File: config.mk
export PLATFORM = sky130hd
export DESIGN_NAME = vlsu_mem_sequencer_flat
export DESIGN_NICKNAME = d
export VERILOG_FILES = /design/src/rtl/vlsu_mem_sequencer_if.sv /design/src/rtl/vlsu_mem_sequencer.sv /design/src/flat_wrapper.sv
export SDC_FILE = /design/constraint.sdc
export NUM_CORES = 1
export LEC_CHECK = 0
export ABC_CLOCK_PERIOD_IN_PS = 6100
export CORE_AREA = 3 3 296 298
export DETAILED_ROUTE_END_ITERATION = 10
export DIE_AREA = 0 0 299 301
export PLACE_DENSITY_LB_ADDON = 0.2
export RECOVER_POWER = 100
export SYNTH_ARGS = -nofsm -noshare
export SYNTH_HDL_FRONTEND = slang
export SYNTH_SLANG_ARGS = --single-unit
File: constraint.sdc
create_clock -name clk -period 6.1 [get_ports clk]
set_input_delay 0.61 -clock clk [delete_from_list [all_inputs] [get_ports clk]]
set_output_delay 0.61 -clock clk [all_outputs]
set_load 0.05 [all_outputs]
File: src/rtl/vlsu_mem_sequencer_if.sv
// Bundle of the command, vector-register-file, scalar and data-memory signals
// around the vector load/store sequencer.
interface vlsu_mem_sequencer_if #(
    parameter int VLEN = 256,
    parameter int ELEN = 32
);
    logic            cmd_valid;
    logic            cmd_ready;
    logic            cmd_store;
    logic [4:0]      cmd_vreg;
    logic [31:0]     cmd_base;

    logic [4:0]      vrf_raddr;
    logic [VLEN-1:0] vrf_rdata;
    logic            vrf_we;
    logic [4:0]      vrf_waddr;
    logic [VLEN-1:0] vrf_wdata;

    logic            s_req;
    logic            s_we;
    logic [31:0]     s_addr;
    logic [ELEN-1:0] s_wdata;
    logic            s_gnt;
    logic            s_rvalid;
    logic [ELEN-1:0] s_rdata;

    logic            mem_en;
    logic            mem_we;
    logic [31:0]     mem_addr;
    logic [ELEN-1:0] mem_wdata;
    logic [ELEN-1:0] mem_rdata;

    logic            busy;
    logic            done;

    // The sequencer owns the memory port, so it is the master side.
    modport master (
        input  cmd_valid, cmd_store, cmd_vreg, cmd_base,
        output cmd_ready,
        output vrf_raddr, vrf_we, vrf_waddr, vrf_wdata,
        input  vrf_rdata,
        input  s_req, s_we, s_addr, s_wdata,
        output s_gnt, s_rvalid, s_rdata,
        output mem_en, mem_we, mem_addr, mem_wdata,
        input  mem_rdata,
        output busy, done
    );

    modport slave (
        output cmd_valid, cmd_store, cmd_vreg, cmd_base,
        input  cmd_ready,
        input  vrf_raddr, vrf_we, vrf_waddr, vrf_wdata,
        output vrf_rdata,
        output s_req, s_we, s_addr, s_wdata,
        input  s_gnt, s_rvalid, s_rdata,
        input  mem_en, mem_we, mem_addr, mem_wdata,
        output mem_rdata,
        input  busy, done
    );
endinterface

File: src/rtl/vlsu_mem_sequencer.sv
// Splits one whole-register vle32/vse32 into eight word beats on the shared
// data-memory port; scalar accesses win the port whenever the sequencer is idle.
module vlsu_mem_sequencer #(
    parameter int VLEN  = 256,
    parameter int ELEN  = 32,
    parameter int NELEM = VLEN / ELEN
) (
    input  logic                  clk,
    input  logic                  reset,
    vlsu_mem_sequencer_if.master  bus
);

    typedef enum logic [2:0] {
        IDLE  = 3'd0,
        LBEAT = 3'd1,
        LLAST = 3'd2,
        SSNAP = 3'd3,
        SBEAT = 3'd4,
        FIN   = 3'd5
    } state_e;

    state_e          state_q, state_d;
    logic            store_q, store_d;
    logic [4:0]      vreg_q, vreg_d;
    logic [31:0]     base_q, base_d;
    logic [2:0]      cnt_q, cnt_d;
    logic [VLEN-1:0] buf_q, buf_d;
    logic            s_rvalid_q, s_rvalid_d;

    logic [31:0]     beat_addr;
    logic [2:0]      prev_idx;
    logic            last_beat;

    // base_q is stored word-aligned, so the sum wraps naturally modulo 2^32.
    assign beat_addr = base_q + {27'd0, cnt_q, 2'b00};
    assign prev_idx  = cnt_q - 3'd1;
    assign last_beat = (cnt_q == 3'(NELEM - 1));

    assign bus.s_rvalid = s_rvalid_q;
    assign bus.s_rdata  = bus.mem_rdata;

    always_ff @(posedge clk) begin
        if (reset) begin
            state_q    <= IDLE;
            store_q    <= 1'b0;
            vreg_q     <= '0;
            base_q     <= '0;
            cnt_q      <= '0;
            buf_q      <= '0;
            s_rvalid_q <= 1'b0;
        end else begin
            state_q    <= state_d;
            store_q    <= store_d;
            vreg_q     <= vreg_d;
            base_q     <= base_d;
            cnt_q      <= cnt_d;
            buf_q      <= buf_d;
            s_rvalid_q <= s_rvalid_d;
        end
    end

    always_comb begin
        state_d    = state_q;
        store_d    = store_q;
        vreg_d     = vreg_q;
        base_d     = base_q;
        cnt_d      = cnt_q;
        buf_d      = buf_q;
        s_rvalid_d = 1'b0;

        bus.cmd_ready = 1'b0;
        bus.s_gnt     = 1'b0;
        bus.mem_en    = 1'b0;
        bus.mem_we    = 1'b0;
        bus.mem_addr  = '0;
        bus.mem_wdata = '0;
        bus.vrf_we    = 1'b0;
        bus.vrf_waddr = '0;
        bus.vrf_wdata = '0;
        bus.done      = 1'b0;
        bus.busy      = (state_q != IDLE);
        bus.vrf_raddr = (state_q != IDLE && store_q) ? vreg_q : bus.cmd_vreg;

        case (state_q)
            IDLE: begin
                bus.cmd_ready = !bus.s_req;
                bus.s_gnt     = bus.s_req;
                if (bus.s_req) begin
                    bus.mem_en    = 1'b1;
                    bus.mem_we    = bus.s_we;
                    bus.mem_addr  = bus.s_addr;
                    bus.mem_wdata = bus.s_wdata;
                    s_rvalid_d    = !bus.s_we;
                end else if (bus.cmd_valid) begin
                    store_d = bus.cmd_store;
                    vreg_d  = bus.cmd_vreg;
                    base_d  = {bus.cmd_base[31:2], 2'b00};
                    cnt_d   = '0;
                    state_d = bus.cmd_store ? SSNAP : LBEAT;
                end
            end
            LBEAT: begin
                bus.mem_en   = 1'b1;
                bus.mem_addr = beat_addr;
                // Read data lags its beat by one cycle, so beat i lands element i-1.
                if (cnt_q != 3'd0) begin
                    buf_d[prev_idx*ELEN +: ELEN] = bus.mem_rdata;
                end
                cnt_d = cnt_q + 3'd1;
                if (last_beat) begin
                    state_d = LLAST;
                end
            end
            LLAST: begin
                buf_d[(NELEM-1)*ELEN +: ELEN] = bus.mem_rdata;
                state_d = FIN;
            end
            SSNAP: begin
                buf_d   = bus.vrf_rdata;
                cnt_d   = '0;
                state_d = SBEAT;
            end
            SBEAT: begin
                bus.mem_en    = 1'b1;
                bus.mem_we    = 1'b1;
                bus.mem_addr  = beat_addr;
                bus.mem_wdata = buf_q[cnt_q*ELEN +: ELEN];
                cnt_d = cnt_q + 3'd1;
                if (last_beat) begin
                    state_d = FIN;
                end
            end
            FIN: begin
                bus.done      = 1'b1;
                bus.vrf_we    = !store_q;
                bus.vrf_waddr = vreg_q;
                bus.vrf_wdata = store_q ? '0 : buf_q;
                state_d       = IDLE;
            end
            default: begin
                state_d = IDLE;
            end
        endcase
    end

endmodule

File: src/flat_wrapper.sv
// flat-port wrapper written by rule: the top's interface ports become plain ports
module vlsu_mem_sequencer_flat 
#(
    parameter int VLEN  = 256,
    parameter int ELEN  = 32,
    parameter int NELEM = VLEN / ELEN
)
  (clk, reset, bus_cmd_valid, bus_cmd_store, bus_cmd_vreg, bus_cmd_base, bus_cmd_ready, bus_vrf_raddr, bus_vrf_we, bus_vrf_waddr, bus_vrf_wdata, bus_vrf_rdata, bus_s_req, bus_s_we, bus_s_addr, bus_s_wdata, bus_s_gnt, bus_s_rvalid, bus_s_rdata, bus_mem_en, bus_mem_we, bus_mem_addr, bus_mem_wdata, bus_mem_rdata, bus_busy, bus_done);
  vlsu_mem_sequencer_if #(.VLEN(VLEN), .ELEN(ELEN)) bus_i ();
  input  logic clk;
  input  logic reset;
  input wire logic [$bits(bus_i.cmd_valid)-1:0] bus_cmd_valid;
  input wire logic [$bits(bus_i.cmd_store)-1:0] bus_cmd_store;
  input wire logic [$bits(bus_i.cmd_vreg)-1:0] bus_cmd_vreg;
  input wire logic [$bits(bus_i.cmd_base)-1:0] bus_cmd_base;
  output wire logic [$bits(bus_i.cmd_ready)-1:0] bus_cmd_ready;
  output wire logic [$bits(bus_i.vrf_raddr)-1:0] bus_vrf_raddr;
  output wire logic [$bits(bus_i.vrf_we)-1:0] bus_vrf_we;
  output wire logic [$bits(bus_i.vrf_waddr)-1:0] bus_vrf_waddr;
  output wire logic [$bits(bus_i.vrf_wdata)-1:0] bus_vrf_wdata;
  input wire logic [$bits(bus_i.vrf_rdata)-1:0] bus_vrf_rdata;
  input wire logic [$bits(bus_i.s_req)-1:0] bus_s_req;
  input wire logic [$bits(bus_i.s_we)-1:0] bus_s_we;
  input wire logic [$bits(bus_i.s_addr)-1:0] bus_s_addr;
  input wire logic [$bits(bus_i.s_wdata)-1:0] bus_s_wdata;
  output wire logic [$bits(bus_i.s_gnt)-1:0] bus_s_gnt;
  output wire logic [$bits(bus_i.s_rvalid)-1:0] bus_s_rvalid;
  output wire logic [$bits(bus_i.s_rdata)-1:0] bus_s_rdata;
  output wire logic [$bits(bus_i.mem_en)-1:0] bus_mem_en;
  output wire logic [$bits(bus_i.mem_we)-1:0] bus_mem_we;
  output wire logic [$bits(bus_i.mem_addr)-1:0] bus_mem_addr;
  output wire logic [$bits(bus_i.mem_wdata)-1:0] bus_mem_wdata;
  input wire logic [$bits(bus_i.mem_rdata)-1:0] bus_mem_rdata;
  output wire logic [$bits(bus_i.busy)-1:0] bus_busy;
  output wire logic [$bits(bus_i.done)-1:0] bus_done;
  assign bus_i.cmd_valid = bus_cmd_valid;
  assign bus_i.cmd_store = bus_cmd_store;
  assign bus_i.cmd_vreg = bus_cmd_vreg;
  assign bus_i.cmd_base = bus_cmd_base;
  assign bus_cmd_ready = bus_i.cmd_ready;
  assign bus_vrf_raddr = bus_i.vrf_raddr;
  assign bus_vrf_we = bus_i.vrf_we;
  assign bus_vrf_waddr = bus_i.vrf_waddr;
  assign bus_vrf_wdata = bus_i.vrf_wdata;
  assign bus_i.vrf_rdata = bus_vrf_rdata;
  assign bus_i.s_req = bus_s_req;
  assign bus_i.s_we = bus_s_we;
  assign bus_i.s_addr = bus_s_addr;
  assign bus_i.s_wdata = bus_s_wdata;
  assign bus_s_gnt = bus_i.s_gnt;
  assign bus_s_rvalid = bus_i.s_rvalid;
  assign bus_s_rdata = bus_i.s_rdata;
  assign bus_mem_en = bus_i.mem_en;
  assign bus_mem_we = bus_i.mem_we;
  assign bus_mem_addr = bus_i.mem_addr;
  assign bus_mem_wdata = bus_i.mem_wdata;
  assign bus_i.mem_rdata = bus_mem_rdata;
  assign bus_busy = bus_i.busy;
  assign bus_done = bus_i.done;
  vlsu_mem_sequencer #(.VLEN(VLEN), .ELEN(ELEN), .NELEM(NELEM)) u_core (.clk(clk), .reset(reset), .bus(bus_i));
endmodule
==> impl_metrics.tcl, run 1 <==
set metrics [dict create \
    grtUsageMet2 0.405 \
    synth_top_area_cell "dfxtp_1" \
    cts_htree_levels 2 \
    grt_pass1_vias 20969 \
    root_buffer "clkbuf_16" \
    run_status "complete, but fails checks" \
    antenna_left 0 \
    antenna_found_initial 15 \
    top_usage_layer "met2" \
    ys_types 59 \
    synth-edff-count 0 \
    criticalPathCategory "reg -> out" \
    seq_area_frac_synth 0.317 \
    clkTransAtPathRegs_ps 50 \
    worst_slew_pin_slew_ps 2440 \
    slew_headroom -0.631 \
    cap_violations 9 \
    clkLatencyLatePin_ps 570 \
    finalSetupViolations 0 \
    synth_nets 2676 \
    portBuffers 762 \
    gp_congestion 0.889 \
    drc_errors 0 \
    wirelength_um 108000 \
    final_cell_mix "clkdlybuf4s50_1, dlygate4sd3_1, nor2_1" \
    hold_violations 0 \
    leakage_uw 0.0101 \
    r2r-end "u_core.buf_q[11]" \
    dr.pass1.iters 7 \
    crit-reg2reg-launch "u_core.cnt_q[0]" \
    cts_sinks 299 \
    cts_buffers 40 \
    grt_util_met3 0.0443 \
    post_cts_resize_count 0 \
    cp_max_fo 43 \
    fin_crit_ps 5350 \
    start_kind "flop" \
    rr_worst_depth 9 \
    cp-endpoint "bus_mem_addr[17]" \
    wire_per_inst_um 26.8 \
    initial_core_util 0.222 \
    grt_pass1_wl_um 152000 \
    synth_ff_type "dfxtp_1" \
    multiInputGateArea_mm2 0.0115 \
    synthCells 2268 \
    arrival_ps 4740 \
    dp.final_hpwl_um 76800 \
    die_w_um 299 \
    utilization 0.331 \
    violations "capacitance limit, slew limit" \
    required_ps 5490 \
    syn_area_mm2 0.0189 \
    coreArea_mm2 0.0851 \
    r2r_slack_ps 850 \
    layout-drive-gt1-share 0.0720 \
    powerDensity_mw_per_mm2 195 \
    clk_path_buf_depth 3 \
    die_area_mm2 0.0900 \
    num_io_pins 765 \
    area_growth_pct 49.5 \
    groute.usage.overall 0.229 \
    cts_setup_buffers 0 \
    hold_path.class "reg -> reg" \
    synth_area_per_cell_um2 8.32 \
    nets 3254 \
    endpoint_kind "output port" \
    cts.hold.buffers_added 0 \
    synth.area.top_cells "dfxtp_1, and2_1, mux4_2, a211oi_1, nor2_1" \
    grt_start_max_net_pins 172 \
    cts_tree "done" \
    num_rows 107 \
    synthArstFlopShare 0 \
    fin_crit_sh 0.878 \
    overflow 0 \
    fin_skew_ps 25.3 \
    die_h_um 301 \
    rsz0062_at_grt "no" \
    synth_top_area_frac 0.317 \
    ir_worst_vdd_mv 0.156 \
    finalSetupTns_ps 0 \
    layout_commonest_cell "clkdlybuf4s50_1" \
    yosys_warnings 0 \
    vias_per_cell 5.10 \
    slew_viol_final 421 \
    max_freq_mhz 187 \
    synth-seq-cells 299 \
    num-fill-cells 8978 \
    drt_iter0_markers 1463 \
    grt.met1_usage 0.277 \
    seqCellArea_mm2 0.00600 \
    crit_start "u_core.state_q[0]" \
    dr_total_vias 20540 \
]
==> cells in the mapped netlist, types with 4 or more instances <==
library cell and number:
nand2_1 152, o21a_1 5, xor2_1 14, nor4_1 4, nand4_1 10, and3_1 36
mux4_2 64, nor2_1 303, and4_1 4, a221oi_1 32, a21oi_1 81, nor3_1 102
o21bai_1 32, a211oi_2 38, buf_4 46, nand3_1 13, inv_1 8, dfxtp_1 299
xnor2_1 12, ha_1 12, o21ai_0 57, and2_1 294, nand2b_1 8, a211oi_1 187
o21ai_1 5, buf_2 94, a21o_1 4, a22oi_1 130, buf_1 9, mux2i_1 65
clkbuf_1 106, mux2_2 5, buf_6 4
==> report_power, final <==
group / switching [µW] / internal, µW / total [µW]
Clock: 965 / 1400 / 2370
Sequential: 71.5 / 1990 / 2060
Combinational: 642 / 444 / 1090
==> registers in the layout (all words and copies together), names as in the netlist <==
register and flops:
u_core.base_q 30, u_core.buf_q 256, u_core.bus.s_rvalid 1, u_core.cnt_q 3
u_core.state_q 3, u_core.store_q 1, u_core.vreg_q 5
==> stage by stage <==
step           setup WS, ps  instances  power (µW)  area [µm²]  hold WS, ps
4_1_cts                 973       4018        5620       28400          466
6_report                746       4030        5510       28200          464
2_1_floorplan          1880       2268        2630       18900          440
3_5_place_dp           1500       3948        3220       27100          458
5_1_grt                 444       4025        5730       28200          488
3_3_place_gp           1550       3948        3220       27100          449
==> worst min path at each step <==
| stage | startpoint | to | slack (ps) | depth (start not counted) |
|---|---|---|---|---|
| 4_1_cts | u_core.base_q[2] | u_core.base_q[2] | 470 | 2 |
| 3_3_place_gp | u_core.base_q[4] | u_core.base_q[4] | 450 | 2 |
| 3_5_place_dp | u_core.base_q[2] | u_core.base_q[2] | 460 | 2 |
| 6_report | u_core.base_q[2] | u_core.base_q[2] | 460 | 2 |
| 5_1_grt | u_core.base_q[4] | u_core.base_q[4] | 490 | 2 |
| 2_1_floorplan | u_core.base_q[2] | u_core.base_q[2] | 440 | 2 |
==> cell type report <==
cell class                      count  share of cell area
Sequential cell                   299               0.213
Clock inverter                      6             0.00155
Tap cell                         1144              0.0507
Inverter                           10             0.00133
Timing Repair Buffer              795               0.280
Clock buffer                       64              0.0444
Multi-Input combinational cell   1700               0.408
Antenna cell                       12             0.00106
==> layer usage <==
metal / vias to the layer above / part of all wire
met5: - / 0.00042
met4: 6 / 0.031
met3: 160 / 0.065
met2: 933 / 0.50
met1: 10123 / 0.40
li1: 9318 / -
==> logic make-up after synthesis <==
kind of cell / count (synthesis) / share of synthesized area
AO/OA/AOI/OAI: 581 / 0.227
XOR/XNOR: 27 / 0.0135
adder cells (fa/ha/maj): 13 / 0.00902
buffers and inverters: 269 / 0.0705
flip-flops: 299 / 0.317
multiplexers: 134 / 0.114
AND/OR/NAND/NOR: 945 / 0.249
==> worst max-delay path: stages (launching register included) <==
cell and delay, ps:
dfxtp_4 620, nor3_1 630, nand2_1 230, inv_1 900, buf_4 580, nand2_1 100, o21ai_0 110, dlygate4sd3_1 950
No activity file was read; power rests on OpenSTA's default activity.
==> inputs of run 2 (changes only) <==
Settings changed: SLEW_MARGIN set to 20.
==> results of run 2 <==
Final layout, timing and power as in run 1 (identical DEF).
==> inputs of run 3 (changes only) <==
Settings changed: CAP_MARGIN set to 5.
==> results of run 3 <==
Final layout, timing and power as in run 1 (identical DEF).
